--- src/rtl/muldiv_iter.sv ---
// muldiv_iter: iterative signed/unsigned multiply and divide unit for the EX
// stage. One shift-add or restoring-division step per cycle over WIDTH-bit
// operands; HI/LO are registered and change only when a result is delivered.
//
// state | meaning
// ------+--------------------------------------------------------------
// IDLE  | waiting for start; operands and op latched on acceptance
// PREP  | take operand magnitudes, seed accumulator, load counter
// CALC  | one multiply/divide iteration per cycle, WIDTH cycles
// FIX   | apply result signs, divide-by-zero override, load hi/lo
// DONE  | done pulse; stall released so EX advances with the result
module muldiv_iter #(
    parameter int WIDTH = 32
) (
    input  logic             clk,
    input  logic             rst,
    input  logic             start,
    input  logic [1:0]       op,
    input  logic             annul,
    input  logic [WIDTH-1:0] src_a,
    input  logic [WIDTH-1:0] src_b,
    output logic             busy,
    output logic             stallreq,
    output logic             done,
    output logic [WIDTH-1:0] hi,
    output logic [WIDTH-1:0] lo,
    output logic             div_by_zero
);

    localparam int CW = $clog2(WIDTH);

    typedef enum logic [2:0] {
        S_IDLE,
        S_PREP,
        S_CALC,
        S_FIX,
        S_DONE
    } state_t;

    state_t               state;
    logic [1:0]           op_q;
    logic [WIDTH-1:0]     a_q;
    logic [WIDTH-1:0]     b_q;
    // multiplicand for multiply, divisor magnitude for divide
    logic [WIDTH-1:0]     opnd;
    // multiply: {partial product, remaining multiplier bits}
    // divide:   {partial remainder, remaining dividend / quotient bits}
    logic [2*WIDTH-1:0]   acc;
    logic [CW-1:0]        cnt;
    logic                 dbz_q;

    logic                 is_div;
    logic                 is_signed;
    logic                 sign_diff;
    logic                 div0;
    logic [WIDTH-1:0]     abs_a;
    logic [WIDTH-1:0]     abs_b;
    logic [WIDTH:0]       mul_sum;
    logic [2*WIDTH-1:0]   mul_next;
    logic [WIDTH:0]       div_part;
    logic                 div_ge;
    logic [WIDTH-1:0]     div_rem;
    logic [2*WIDTH-1:0]   div_next;
    logic [WIDTH-1:0]     quo_raw;
    logic [WIDTH-1:0]     rem_raw;
    logic [WIDTH-1:0]     res_hi;
    logic [WIDTH-1:0]     res_lo;

    assign is_div    = op_q[1];
    assign is_signed = ~op_q[0];
    assign sign_diff = a_q[WIDTH-1] ^ b_q[WIDTH-1];
    assign div0      = is_div && (b_q == '0);

    // Magnitudes of the latched operands; unsigned ops pass straight through.
    // The most-negative value maps onto itself, which is its correct magnitude
    // when read as unsigned.
    assign abs_a = (is_signed && a_q[WIDTH-1]) ? -a_q : a_q;
    assign abs_b = (is_signed && b_q[WIDTH-1]) ? -b_q : b_q;

    // Shift-add step: conditionally add the multiplicand into the upper half,
    // keep the carry, then shift the whole accumulator right by one.
    assign mul_sum  = {1'b0, acc[2*WIDTH-1:WIDTH]} + ({1'b0, opnd} & {(WIDTH+1){acc[0]}});
    assign mul_next = {mul_sum, acc[WIDTH-1:1]};

    // Restoring step: shift the next dividend bit into the remainder and
    // subtract the divisor if it fits. The remainder stays below the divisor,
    // so the shifted value needs only one extra bit and the difference fits
    // back into WIDTH bits whenever it is kept.
    assign div_part = {acc[2*WIDTH-1:WIDTH], acc[WIDTH-1]};
    assign div_ge   = div_part >= {1'b0, opnd};
    assign div_rem  = div_part[WIDTH-1:0] - opnd;
    assign div_next = div_ge ? {div_rem, acc[WIDTH-2:0], 1'b1}
                             : {acc[2*WIDTH-2:0], 1'b0};

    assign quo_raw = acc[WIDTH-1:0];
    assign rem_raw = acc[2*WIDTH-1:WIDTH];

    // Final result with signs applied; signed overflow simply wraps.
    always_comb begin
        res_hi = rem_raw;
        res_lo = quo_raw;
        if (div0) begin
            res_hi = a_q;
            res_lo = '1;
        end else if (is_div) begin
            res_hi = (is_signed && a_q[WIDTH-1]) ? -rem_raw : rem_raw;
            res_lo = (is_signed && sign_diff)    ? -quo_raw : quo_raw;
        end else begin
            {res_hi, res_lo} = (is_signed && sign_diff) ? -acc : acc;
        end
    end

    // Sequencer and datapath registers; annul aborts from any busy state.
    always_ff @(posedge clk or negedge rst) begin
        if (!rst) begin
            state <= S_IDLE;
            op_q  <= '0;
            a_q   <= '0;
            b_q   <= '0;
            opnd  <= '0;
            acc   <= '0;
            cnt   <= '0;
            dbz_q <= 1'b0;
            hi    <= '0;
            lo    <= '0;
        end else begin
            case (state)
                S_IDLE: begin
                    if (start && !annul) begin
                        op_q  <= op;
                        a_q   <= src_a;
                        b_q   <= src_b;
                        state <= S_PREP;
                    end
                end
                S_PREP: begin
                    if (annul) begin
                        state <= S_IDLE;
                    end else begin
                        opnd  <= is_div ? abs_b : abs_a;
                        acc   <= {{WIDTH{1'b0}}, (is_div ? abs_a : abs_b)};
                        cnt   <= CW'(WIDTH - 1);
                        state <= S_CALC;
                    end
                end
                S_CALC: begin
                    if (annul) begin
                        state <= S_IDLE;
                    end else begin
                        acc <= is_div ? div_next : mul_next;
                        if (cnt == '0) begin
                            state <= S_FIX;
                        end else begin
                            cnt <= cnt - CW'(1);
                        end
                    end
                end
                S_FIX: begin
                    if (annul) begin
                        state <= S_IDLE;
                    end else begin
                        hi    <= res_hi;
                        lo    <= res_lo;
                        dbz_q <= div0;
                        state <= S_DONE;
                    end
                end
                S_DONE: begin
                    dbz_q <= 1'b0;
                    state <= S_IDLE;
                end
                default: begin
                    state <= S_IDLE;
                end
            endcase
        end
    end

    assign busy        = (state != S_IDLE);
    assign stallreq    = (start && !annul && (state == S_IDLE)) ||
                         (state == S_PREP) || (state == S_CALC) || (state == S_FIX);
    assign done        = (state == S_DONE) && !annul;
    assign div_by_zero = dbz_q && !annul;

endmodule

--- config.mk ---
export PLATFORM = sky130hd
export DESIGN_NAME = muldiv_iter
export DESIGN_NICKNAME = d
export VERILOG_FILES = /design/src/rtl/muldiv_iter.sv
export SDC_FILE = /design/constraint.sdc
export NUM_CORES = 1
export LEC_CHECK = 0
export CORE_AREA = 2 2 235 237
export CTS_BUF_LIST = sky130_fd_sc_hd__clkbuf_16
export CTS_CLUSTER_DIAMETER = 30
export DETAILED_ROUTE_END_ITERATION = 12
export DIE_AREA = 0 0 237 239
export PLACE_DENSITY = 0.54
export REMOVE_ABC_BUFFERS = 1
export SLEW_MARGIN = 5
export SYNTH_ARGS = -nofsm -noshare
export SYNTH_HDL_FRONTEND = slang
export SYNTH_SLANG_ARGS = --single-unit
--- constraint.sdc ---
create_clock -name clk -period 4 [get_ports clk]
set_input_delay 0.8 -clock clk [delete_from_list [all_inputs] [get_ports clk]]
set_output_delay 0.8 -clock clk [all_outputs]
set_load 0.03 [all_outputs]
==> run_results.csv <==
group,metric,value,unit
die,initial_core_util,0.3156,
synth,synthTopCellsByCount,"235 x dfrtp_1, 215 x nor2_1, 183 x a21oi_1, 183 x nand2_1, 144 x o21ai_0",
timing,period_needed,3734,ps
timing,finalMaxSlewViolations,0,
power_and_ir_drop,p_clk_frac,0.260,
die,die_w,237,µm
layout,drive_gt1_frac,0.1260,
clock_network,clk_latency,590,ps
placement,portBuffers,137,
setup_path,cp_data_arrival_time,4220,ps
clock_network,cts_max_path_buffers,3,
synth,ys_types,81,
detailed_routing,avgRoutedWirePerCell,21.18,µm
timing,setup_viol,0,
timing,fmax,267.8,MHz
setup_path,r2r_end,"acc[56]",
timing,worst_pin_slew,1382,ps
clock_network,path_clk_slew,40,ps
timing,rsz0062_at_grt,"no",
setup_path,crit_fanout,22,
global_routing,grt-busiest-layer,"met2",
global_routing,gr-total-overflow,0,
setup_path,cp.required,4480,ps
placement,dp_slack,182.8,ps
synth,ys_seq_elements,235,
synth,yosysMostFrequentCell,"dfrtp_1",
min_path,min_path_type,"in2async",
layout,final_area,21790,µm²
power_and_ir_drop,p_sw,0.009404,W
timing,fin_ws,266.2,ps
setup_path,crit_slowest_cell,"a2111o_1",
layout,diodes,0,
power_and_ir_drop,cellLeakagePower,9.218,nW
layout,fill_cells,5387,
setup_path,max_stage_delay,470,ps
synth,synth_top_area_frac,0.3429,
power_and_ir_drop,internal_power,0.01151,W
timing,finalCritPeriodShare,0.9335,
power_and_ir_drop,switching_share,0.4497,
synth,syn-cell-area,17150,µm²
synth,synth_area_per_cell,8.378,µm²
synth,ys_seq_area_frac,0.3429,
detailed_routing,drt-initial-drc-count,1480,
detailed_routing,ant_nets,0,
die,dieArea,56640,µm²
setup_path,regToRegStartpoint,"acc[0]",
detailed_routing,drcViolationCount,0,
setup_path,ff2ff_setup_slack,270,ps
layout,fin_util,0.4009,
global_routing,grt.total_usage,0.2190,
detailed_routing,viasPerCell,5.663,
clock_network,cts_tree,"done",
clock_network,post-cts-setup-buffers,0,
synth,ys.flop_type,"dfrtp_1",
die,fp-row-count,86,
power_and_ir_drop,power_frac_comb,0.520,
global_routing,antenna_found_initial,0,
synth,synth_edf_count,0,
global_routing,met1_usage,0.2960,
setup_path,critPathCapture,"acc[56]",
synth,synth_warnings,0,
clock_network,cts_root_buf,"clkbuf_16",
global_routing,use_met2,0.3398,
detailed_routing,dr.pass1.iters,6,
power_and_ir_drop,pwr-share-seq,0.220,
setup_path,startpoint_type,"flop",
clock_network,numCtsBuffers,70,
placement,placed_area,19470,µm²
layout,syn2layout_area_growth,27.04,%
run_status,status,"completed",
setup_path,endpoint_kind,"flop",
die,die_h,239,µm
global_routing,grt_pass1_vias,16540,
timing,final_hold_viol_count,0,
global_routing,grt_pass1_wl,96.52,mm
synth,synth_cells,2047,
job,maxCapViolCount,0,
timing,hold_ws,255.2,ps
setup_path,critPathKind,"reg2reg",
timing,slew_headroom,0.07869,
timing,skew,16.29,ps
setup_path,crit_path_start,"acc[0]",
synth,synthArstFlopShare,1.000,
synth,synthTopCellsByArea,"dfrtp_1 34%, a21oi_1 5.3%, ha_1 5.1%",
die,io_pins,138,
power_and_ir_drop,power_density,959.8,nW/µm²
detailed_routing,wirelength,62.31,mm
placement,place.gp.congestion,0.9549,
die,core_area,54340,µm²
clock_network,h-tree-depth,3,
power_and_ir_drop,ir_drop,0.4948,mV
setup_path,rr_worst_depth,12,
placement,dp_hpwl,45.66,mm
clock_network,cts_sinks,235,
setup_path,cp_cell_sequence,"clkinvlp_4 -> buf_4 -> nor2_1 -> ha_1 -> a21oi_1 -> o221a_2 -> o31ai_2 -> a2111o_1 -> a31o_2 -> a221oi_1 -> nor4b_1 -> a211oi_1",
detailed_routing,via_count,16660,
global_routing,grt_use_met3,0.04630,
clock_network,postCtsHoldBufs,0,
global_routing,grt_max_degree,118,
layout,final_nets,2328,
synth,yosys.area.top_type,"dfrtp_1",
-- through the flow --
step	total power, W	std cells	TNS [ps]
floorplan	0.01152	1915	-146750
global placement	0.01519	2818	0
detailed placement	0.01526	2818	0
CTS	0.02083	2942	0
global route	0.02224	2942	0
finish	0.02091	2942	0
-- critical path: cells and delay by family (launching register included) --
family / cells / cell delay, ps
flops: 1 / 410
simple gates: 2 / 330
fa+ha+maj: 1 / 350
buf+inv: 2 / 670
compound gates: 7 / 1850
-- cell usage in the layout (no fill, tap or decap), types with 56 or more instances in the layout --
| cell type | count |
|---|---|
| a21oi_1 | 183 |
| buf_4 | 56 |
| clkbuf_16 | 72 |
| clkdlybuf4s50_1 | 136 |
| dfrtp_1 | 234 |
| ha_1 | 70 |
| inv_1 | 73 |
| mux2_2 | 75 |
| nand2_1 | 182 |
| nor2_1 | 214 |
| o21ai_0 | 144 |
| xnor2_1 | 93 |
| xor2_1 | 77 |
-- worst min path at each step --
stage             start       end  slack, ps  cells after the start
5_1_grt             rst    b_q[7]        290                      1
3_5_place_dp    opnd[2]   opnd[2]        470                      2
3_3_place_gp    opnd[2]   opnd[2]        470                      2
4_1_cts             rst    b_q[7]        260                      1
6_report            rst    b_q[7]        260                      1
2_1_floorplan  opnd[15]  opnd[15]        450                      2
-- registers in the layout, summed over array words and instances (netlist names) --
name / flops
hi: 32
state: 3
acc: 64
dbz_q: 1
a_q: 32
b_q: 32
opnd: 32
cnt: 5
op_q: 2
lo: 32
-- layer usage --
| layer | share of wire | up-vias |
|---|---|---|
| met5 | 0 | - |
| met2 | 0.44 | 679 |
| met4 | 0.038 | 0 |
| li1 | - | 7743 |
| met3 | 0.071 | 142 |
| met1 | 0.45 | 8098 |
-- logic make-up (layout without fill, tap and decap cells) --
group / Yosys count / after routing / synth area share
AOI/OAI and AO/OA: 612 / 612 / 0.2231
muxes: 100 / 100 / 0.06602
adders and majority gates: 72 / 72 / 0.05340
buffers and inverters: 197 / 388 / 0.04385
DFF: 235 / 235 / 0.3429
and+or+nand+nor: 661 / 661 / 0.1839
xor gates and xnor gates: 170 / 170 / 0.08682
-- area by class of cell --
class                   count  area, µm²  area share
repair buffers            199       1917     0.08798
clock buffers              72       1802     0.08270
inverters                  65      247.7     0.01137
multi-input cells        1615      10550      0.4844
flip-flops and latches    235       5884      0.2701
clock inverters            52      501.7     0.02303
well taps                 704      880.8     0.04043
-- what timing repair did --
action / 4_1_cts / 5_1_grt
resized for setup: 0 / 3
endpoints found under the setup margin: 0 / 12
hold endpoints to repair: 0 / 0
-- power by group through the flow --
stage | logic [W] | clock network [W] | registers (W)
3_5_place_dp | 0.0107 | 0 | 0.00460
2_1_floorplan | 0.00664 | 0 | 0.00488
5_1_grt | 0.0119 | 0.00564 | 0.00473
6_report | 0.0109 | 0.00543 | 0.00460
4_1_cts | 0.0108 | 0.00550 | 0.00458
3_3_place_gp | 0.0106 | 0 | 0.00457
Power figures use the tool's default switching activity.
